$ cat src/rtl/ysyx23060136_ifu_fetch_ctrl.sv
`default_nettype none
// +----------------------------------------------------------------------------+
// | Module      : ysyx23060136_ifu_fetch_ctrl                                  |
// | Description : IFU1 fetch sequencer. Issues one instruction-memory read at  |
// |               a time for the PC held by the PC counter, gates that counter |
// |               through its stall input, drops responses made stale by a     |
// |               branch redirect and buffers one instruction for the IDU.     |
// | Revision    : 1.0  initial release                                         |
// +----------------------------------------------------------------------------+
// | Ports                                                                      |
// |   clk             system clock, all state on posedge                       |
// |   rst             asynchronous, active-low reset                           |
// |   IFU1_pc         current PC from the PC counter                           |
// |   BRANCH_PCSrc    redirect; PC counter loads target when stall is low      |
// |   IFU_stallIF     stall for the PC counter                                 |
// |   mem_req_*       read request channel (valid/ready/addr)                  |
// |   mem_resp_*      read response channel (valid/ready/data/err)             |
// |   IFU_valid       output buffer holds an instruction                       |
// |   IDU_ready       IDU consumes the buffer this cycle                       |
// |   IFU_inst/pc/err buffered instruction, its address and access-fault flag  |
// +----------------------------------------------------------------------------+
module ysyx23060136_ifu_fetch_ctrl #(
  parameter int BITS_W = 32
) (
  input  logic              clk,
  input  logic              rst,
  input  logic [BITS_W-1:0] IFU1_pc,
  input  logic              BRANCH_PCSrc,
  output logic              IFU_stallIF,
  output logic              mem_req_valid,
  input  logic              mem_req_ready,
  output logic [BITS_W-1:0] mem_req_addr,
  input  logic              mem_resp_valid,
  output logic              mem_resp_ready,
  input  logic [BITS_W-1:0] mem_resp_data,
  input  logic              mem_resp_err,
  output logic              IFU_valid,
  input  logic              IDU_ready,
  output logic [BITS_W-1:0] IFU_inst,
  output logic [BITS_W-1:0] IFU_pc,
  output logic              IFU_err
);

  // S_KILL is "waiting for a response that a redirect has already made
  // stale": it encodes the kill flag, so kill clears whenever S_KILL is left.
  typedef enum logic [1:0] {
    S_IDLE = 2'd0,
    S_REQ  = 2'd1,
    S_WAIT = 2'd2,
    S_KILL = 2'd3
  } state_t;

  state_t              r_state;
  logic [BITS_W-1:0]   r_req_pc;
  logic                r_valid;
  logic [BITS_W-1:0]   r_inst;
  logic [BITS_W-1:0]   r_pc;
  logic                r_err;

  logic w_waiting;
  logic w_resp_ready;
  logic w_accept;
  logic w_deliver;
  logic w_req_valid;

  assign w_waiting    = (r_state == S_WAIT) || (r_state == S_KILL);
  // A response may only land when the buffer is free or being drained now.
  assign w_resp_ready = w_waiting && (!r_valid || IDU_ready);
  assign w_accept     = mem_resp_valid && w_resp_ready;
  // Only a response that no redirect has touched reaches the buffer.
  assign w_deliver    = w_accept && (r_state == S_WAIT) && !BRANCH_PCSrc;
  // The PC is about to change on a redirect, so no request may use it.
  assign w_req_valid  = (r_state == S_REQ) && !BRANCH_PCSrc;

  // Release the PC counter exactly once per delivered instruction, or to
  // take a branch target. Held stalled while reset is asserted.
  assign IFU_stallIF    = !(rst && (BRANCH_PCSrc || w_deliver));
  assign mem_req_valid  = w_req_valid;
  assign mem_req_addr   = IFU1_pc;
  assign mem_resp_ready = w_resp_ready;
  assign IFU_valid      = r_valid;
  assign IFU_inst       = r_inst;
  assign IFU_pc         = r_pc;
  assign IFU_err        = r_err;

  always_ff @(posedge clk or negedge rst) begin
    if (!rst) begin
      r_state  <= S_IDLE;
      r_req_pc <= '0;
      r_valid  <= 1'b0;
      r_inst   <= '0;
      r_pc     <= '0;
      r_err    <= 1'b0;
    end else begin
      case (r_state)
        S_IDLE: r_state <= S_REQ;
        S_REQ: begin
          if (w_req_valid && mem_req_ready) begin
            r_req_pc <= IFU1_pc;
            r_state  <= S_WAIT;
          end
        end
        S_WAIT: begin
          if (w_accept) begin
            r_state <= S_REQ;
          end else if (BRANCH_PCSrc) begin
            r_state <= S_KILL;
          end
        end
        S_KILL: begin
          if (w_accept) begin
            r_state <= S_REQ;
          end
        end
        default: r_state <= S_IDLE;
      endcase

      // Redirect flushes the buffer and wins over a same-cycle load/consume.
      if (BRANCH_PCSrc) begin
        r_valid <= 1'b0;
      end else if (w_deliver) begin
        r_valid <= 1'b1;
        r_inst  <= mem_resp_data;
        r_pc    <= r_req_pc;
        r_err   <= mem_resp_err;
      end else if (r_valid && IDU_ready) begin
        r_valid <= 1'b0;
      end
    end
  end

endmodule
`default_nettype wire

$ cat config.mk
export PLATFORM = sky130hd
export DESIGN_NAME = ysyx23060136_ifu_fetch_ctrl
export DESIGN_NICKNAME = d
export VERILOG_FILES = /design/src/rtl/ysyx23060136_ifu_fetch_ctrl.sv
export SDC_FILE = /design/constraint.sdc
export NUM_CORES = 1
export LEC_CHECK = 0
export ABC_AREA = 0
export CELL_PAD_IN_SITES_DETAIL_PLACEMENT = 1
export CELL_PAD_IN_SITES_GLOBAL_PLACEMENT = 1
export CORE_UTILIZATION = 32
export CTS_BUF_LIST = sky130_fd_sc_hd__clkbuf_8
export DETAILED_ROUTE_END_ITERATION = 16
export MAX_ROUTING_LAYER = met4
export PLACE_DENSITY = 0.77
export SLEW_MARGIN = 0
export SYNTH_ARGS = -nofsm -noshare
export SYNTH_HDL_FRONTEND = slang
export SYNTH_SLANG_ARGS = --single-unit
$ cat constraint.sdc
create_clock -name clk -period 1.65 [get_ports clk]
set_input_delay 0.495 -clock clk [delete_from_list [all_inputs] [get_ports clk]]
set_output_delay 0.495 -clock clk [all_outputs]
set_load 0.02 [all_outputs]
== After elaboration in Yosys (flattened, before gate mapping) ==
Index checks and enable logic that the tools add are counted.
W data, S select, Z words.

* Bits in registers: 100
* Bits of input ports: 71
* Output and inout bits: 101

* Eq/ne operators: 6
* Mux-type cells: 8
* Bitwise gates (word level): 1
* Reduce and logical (&&, ||, !) cells: 19

{| class="wikitable"
|+ Operators with widths
! cell !! count
|-
| $logic_and A1 B1 Y1 || 8
|-
| $mux W2 || 4
|-
| $pmux W2 S4 || 1
|-
| $eq A2 B2 Y1 const B || 2
|-
| $reduce_and A2 Y1 || 2
|-
| $logic_not A1 Y1 || 3
|-
| $logic_or A1 B1 Y1 || 3
|-
| $mux W1 || 3
|-
| $ne A3 B3 Y1 const B || 1
|-
| $reduce_and A3 Y1 || 1
|-
| $reduce_bool A3 Y1 || 1
|-
| $eq A2 B1 Y1 const B || 1
|-
| $logic_not A2 Y1 || 1
|-
| $ne A2 B1 Y1 const B || 1
|-
| $ne A2 B2 Y1 const B || 1
|-
| $not A1 Y1 || 1
|}

== Depth between registers and ports, before layout ==
* Depth after elaboration: 9
* Mapped depth: 7
* Gate-level depth less buffers: 6

== Least setup slack after synthesis ==
OpenSTA, ideal clock, no wires.

* Kind: in2out
* Start: input IDU_ready
* End: output IFU_stallIF
* Arrival: 1,365 ps
* Setup slack: -210 ps
* Stages on the path: 3
* Path through: nand2b_1 and3_1 o21ai_0

* Longest elaborated chain between the ends: 8

{| class="wikitable"
|+ RTL lines
! element !! line !! text
|-
| from (decl) || 38 || <nowiki>input logic IDU_ready,</nowiki>
|-
| $logic_or A1 B1 Y1 || 68 || <nowiki>assign w_resp_ready = w_waiting && (!r_valid || IDU_ready);</nowiki>
|-
| $logic_and A1 B1 Y1 || 68 ||
|-
| $logic_and A1 B1 Y1 || 69 || <nowiki>assign w_accept = mem_resp_valid && w_resp_ready;</nowiki>
|-
| $logic_and A1 B1 Y1 (2 in a row) || 71 || <nowiki>assign w_deliver = w_accept && (r_state == S_WAIT) && !BRANCH_PCSrc;</nowiki>
|-
| $logic_or A1 B1 Y1 || 77 || <nowiki>assign IFU_stallIF = !(rst && (BRANCH_PCSrc || w_deliver));</nowiki>
|-
| $logic_and A1 B1 Y1 || 77 ||
|-
| $logic_not A1 Y1 || 77 ||
|-
| to (decl) || 29 || <nowiki>output logic IFU_stallIF,</nowiki>
|}

No other way between the ends.

== Final worst setup path ==
* Start: register r_state[1]
* End: output mem_resp_ready

* Longest elaborated chain between the ends: 3

{| class="wikitable"
|+ RTL lines
! element !! line !! text
|-
| from (decl) || 53 || <nowiki>state_t r_state;</nowiki>
|-
| from (signal assigned) || 88 || <nowiki>r_state <= S_IDLE;</nowiki>
|-
| from (signal assigned) || 96 || <nowiki>S_IDLE: r_state <= S_REQ;</nowiki>
|-
| from (signal assigned) || 100 || <nowiki>r_state <= S_WAIT;</nowiki>
|-
| $eq A2 B2 Y1 || 66 || <nowiki>assign w_waiting = (r_state == S_WAIT) || (r_state == S_KILL);</nowiki>
|-
| $logic_or A1 B1 Y1 (*) || 66 ||
|-
| $logic_and A1 B1 Y1 (*) || 68 ||
|-
| to (decl) || 34 || <nowiki>output logic mem_resp_ready,</nowiki>
|}

Every way passes the cells marked *; elsewhere a longest branch is shown, timed or not.

==> flow_metrics.py <==
metrics = {
    "run_status": {
        "outcome": "finished with violations",
        "violations": "setup timing",
    },
    "power": {
        "irDropWorstVdd_uv": 806,
        "powerDensity_nw_per_um2": 1640,
        "p_leak_uw": 0.00348,
    },
    "die": {
        "rows": 41,
        "initial_core_util": 0.332,
        "fp.dieW_um": 117,
        "io_pins": 172,
        "die_area_um2": 13700,
        "coreArea_um2": 12700,
        "dieHeight_um": 117,
    },
    "finish": {
        "final_nets": 531,
        "regArea_um2": 2500,
        "final_util": 0.526,
        "final_common_cell": "dfrtp_1",
        "multiInputGateArea_um2": 1570,
        "drive_gt1_frac": 0.472,
        "n_antenna_cell": 0,
        "fill_cells": 1276,
        "syn_to_final_growth_pct": 58.5,
        "final_cell_mix": "99 x dfrtp_1, 67 x mux2_4, 59 x buf_4",
    },
    "sta": {
        "fmax_mhz": 521,
        "tightestPinTransition_ns": 0.784,
        "hold_viol": 0,
        "skew_ns": 0.00888,
        "setup_slack_ns": -0.270,
        "slew_viol_final": 0,
        "fin_crit_ns": 1.92,
        "period_share": 1.16,
        "slew-limit-headroom": 0.477,
        "rsz0062_at_grt": "true",
        "setup_viol_count_final": 101,
        "holdWs_ns": 0.299,
    },
    "synthesis": {
        "ys_seq_area_frac": 0.592,
        "syn-cell-area_um2": 4220,
        "syn_area_per_cell_um2": 16.1,
        "synth_fp_nets": 336,
        "ys_warn_count": 0,
        "ys_types": 21,
        "ys_ff_latch": 100,
        "synth_cells": 262,
    },
    "placed_design": {
        "dp_hpwl_mm": 7.72,
        "place_ws_ns": -0.839,
        "place_congestion": 0.735,
        "numPortBuffers": 171,
    },
    "grt": {
        "met3_usage": 0.0479,
        "busiest_layer": "met2",
        "track_usage": 0.171,
        "antenna_found_initial": 0,
        "grt_max_degree": 61,
        "met2_usage": 0.295,
        "grt_use_met1": 0.185,
        "grt_pass1_wl_mm": 16.5,
        "grt.overflow.total": 0,
        "first_global_vias": 3153,
    },
    "hold_path": {
        "hp-class": "input pin to asynchronous set/reset pin",
    },
    "critical_path": {
        "worstPathArrival_ns": 1.43,
        "r2r_start": "r_state[0]",
        "crit_path_start_kind": "flop",
        "cp-end-kind": "output port",
        "critical_path.startpoint": "r_state[1]",
        "path_max_fanout": 3,
        "cp_data_required_time_ns": 1.15,
        "critical_path_class": "flop to output port",
    },
    "flow_run": {
        "drv_cap": 0,
    },
    "routing": {
        "vias": 2800,
        "drt-vias-per-instance": 4.42,
        "finalWirelength_mm": 11.2,
        "initialDrtViolationCount": 73,
        "drtAntennaViolNets": 0,
        "wl_per_cell_um": 17.6,
        "dr.pass1.iters": 2,
        "drc": 0,
    },
    "cts": {
        "cts_buffers": 9,
        "clock_path_buffers": 2,
        "cts.sinks": 100,
        "cts_htree_levels": 3,
        "cts.clk_slew.worst_paths_ns": 0.10,
        "cts_tree": "yes",
        "worstSkewPairLatency_ns": 0.37,
        "hold_buffers": 0,
        "root_buffer": "clkbuf_8",
    },
}
cell usage after synthesis (all sizes together):
cell type / n / area [um2]
a211o: 1 / 8.76
a21oi: 2 / 10.0
a2bb2oi: 1 / 8.76
and3: 1 / 6.26
buf: 42 / 322
dfrtp: 100 / 2500
ha: 3 / 37.5
inv: 2 / 7.51
mux2: 97 / 1240
nand2: 1 / 3.75
nand2b: 2 / 12.5
nand3: 1 / 10.0
nand3b: 1 / 7.51
nor2b: 2 / 15.0
o21a: 1 / 7.51
o21ai: 4 / 20.0
o22ai: 1 / 6.26
state kept, by name (all words and copies together), names as in the netlist:
register and cells:
IFU_err 1, IFU_inst 32, IFU_pc 32, IFU_valid 1, r_req_pc 32, r_state 2
report_power, final:
group / internal [uW] / switching [uW] / total (uW)
clock: 739 / 851 / 1590
sequential: 3630 / 673 / 4300
combinational: 2830 / 2230 / 5060
total: 7200 / 3760 / 11000
worst paths after layout:
kind / cells past startpoint / endpoint / slack (ns)
worst max-delay path: 4 / mem_resp_ready / -0.27
worst min-delay path: 3 / IFU_inst[27] / 0.30
worst max register to register: 7 / IFU_pc[29] / -0.15
worst min register to register: 1 / IFU_pc[4] / 0.50
max in group asynchronous: 3 / r_req_pc[18] / 0.72
min in group clk: 1 / IFU_pc[4] / 0.50
what timing repair did:
action / CTS / global route
hold endpoints to repair: 0 / 0
setup endpoints to repair: 200 / 152
setup buffers: 4 / 5
resized for setup: 239 / 110
pin swaps: 3 / 4
cloned: 3 / 0
metal layers:
layer  share of wire  routed length [um]
met5               0                   0
met2            0.52                5860
met3           0.064                 711
met4           0.017                 193
met1            0.39                4400
layout make-up:
type                    count  share of cell area
repair buffers            226               0.328
inverters                   2             0.00112
clock buffers              10              0.0206
well taps                 172              0.0321
flip-flops and latches    100               0.374
multi-input cells         118               0.235
clock inverters             6             0.00972
worst max-delay path: stages (launching register included):
cell,delay (ns)
dfrtp_2,0.46
ha_4,0.18
buf_6,0.11
o21a_1,0.18
buf_6,0.13
metrics by stage:
step	cell area, um2	total power [uW]	instances	TNS (ns)
floorplan	4230	6880	262	0
global placement	6230	9120	608	-63.85
detailed placement	6230	9350	608	-66.32
CTS	6390	10600	631	-18.40
global route	6700	11600	634	-17.84
finish	6700	11000	634	-10.23
logic make-up after synthesis:
logic type / count (synthesis) / synth area share
flops: 100 / 0.592
mux: 97 / 0.293
buf+inv: 44 / 0.0779
compound gates: 10 / 0.0145
simple gates: 8 / 0.0130
fa+ha+maj: 3 / 0.00889
(Power assumes the default switching activity.)
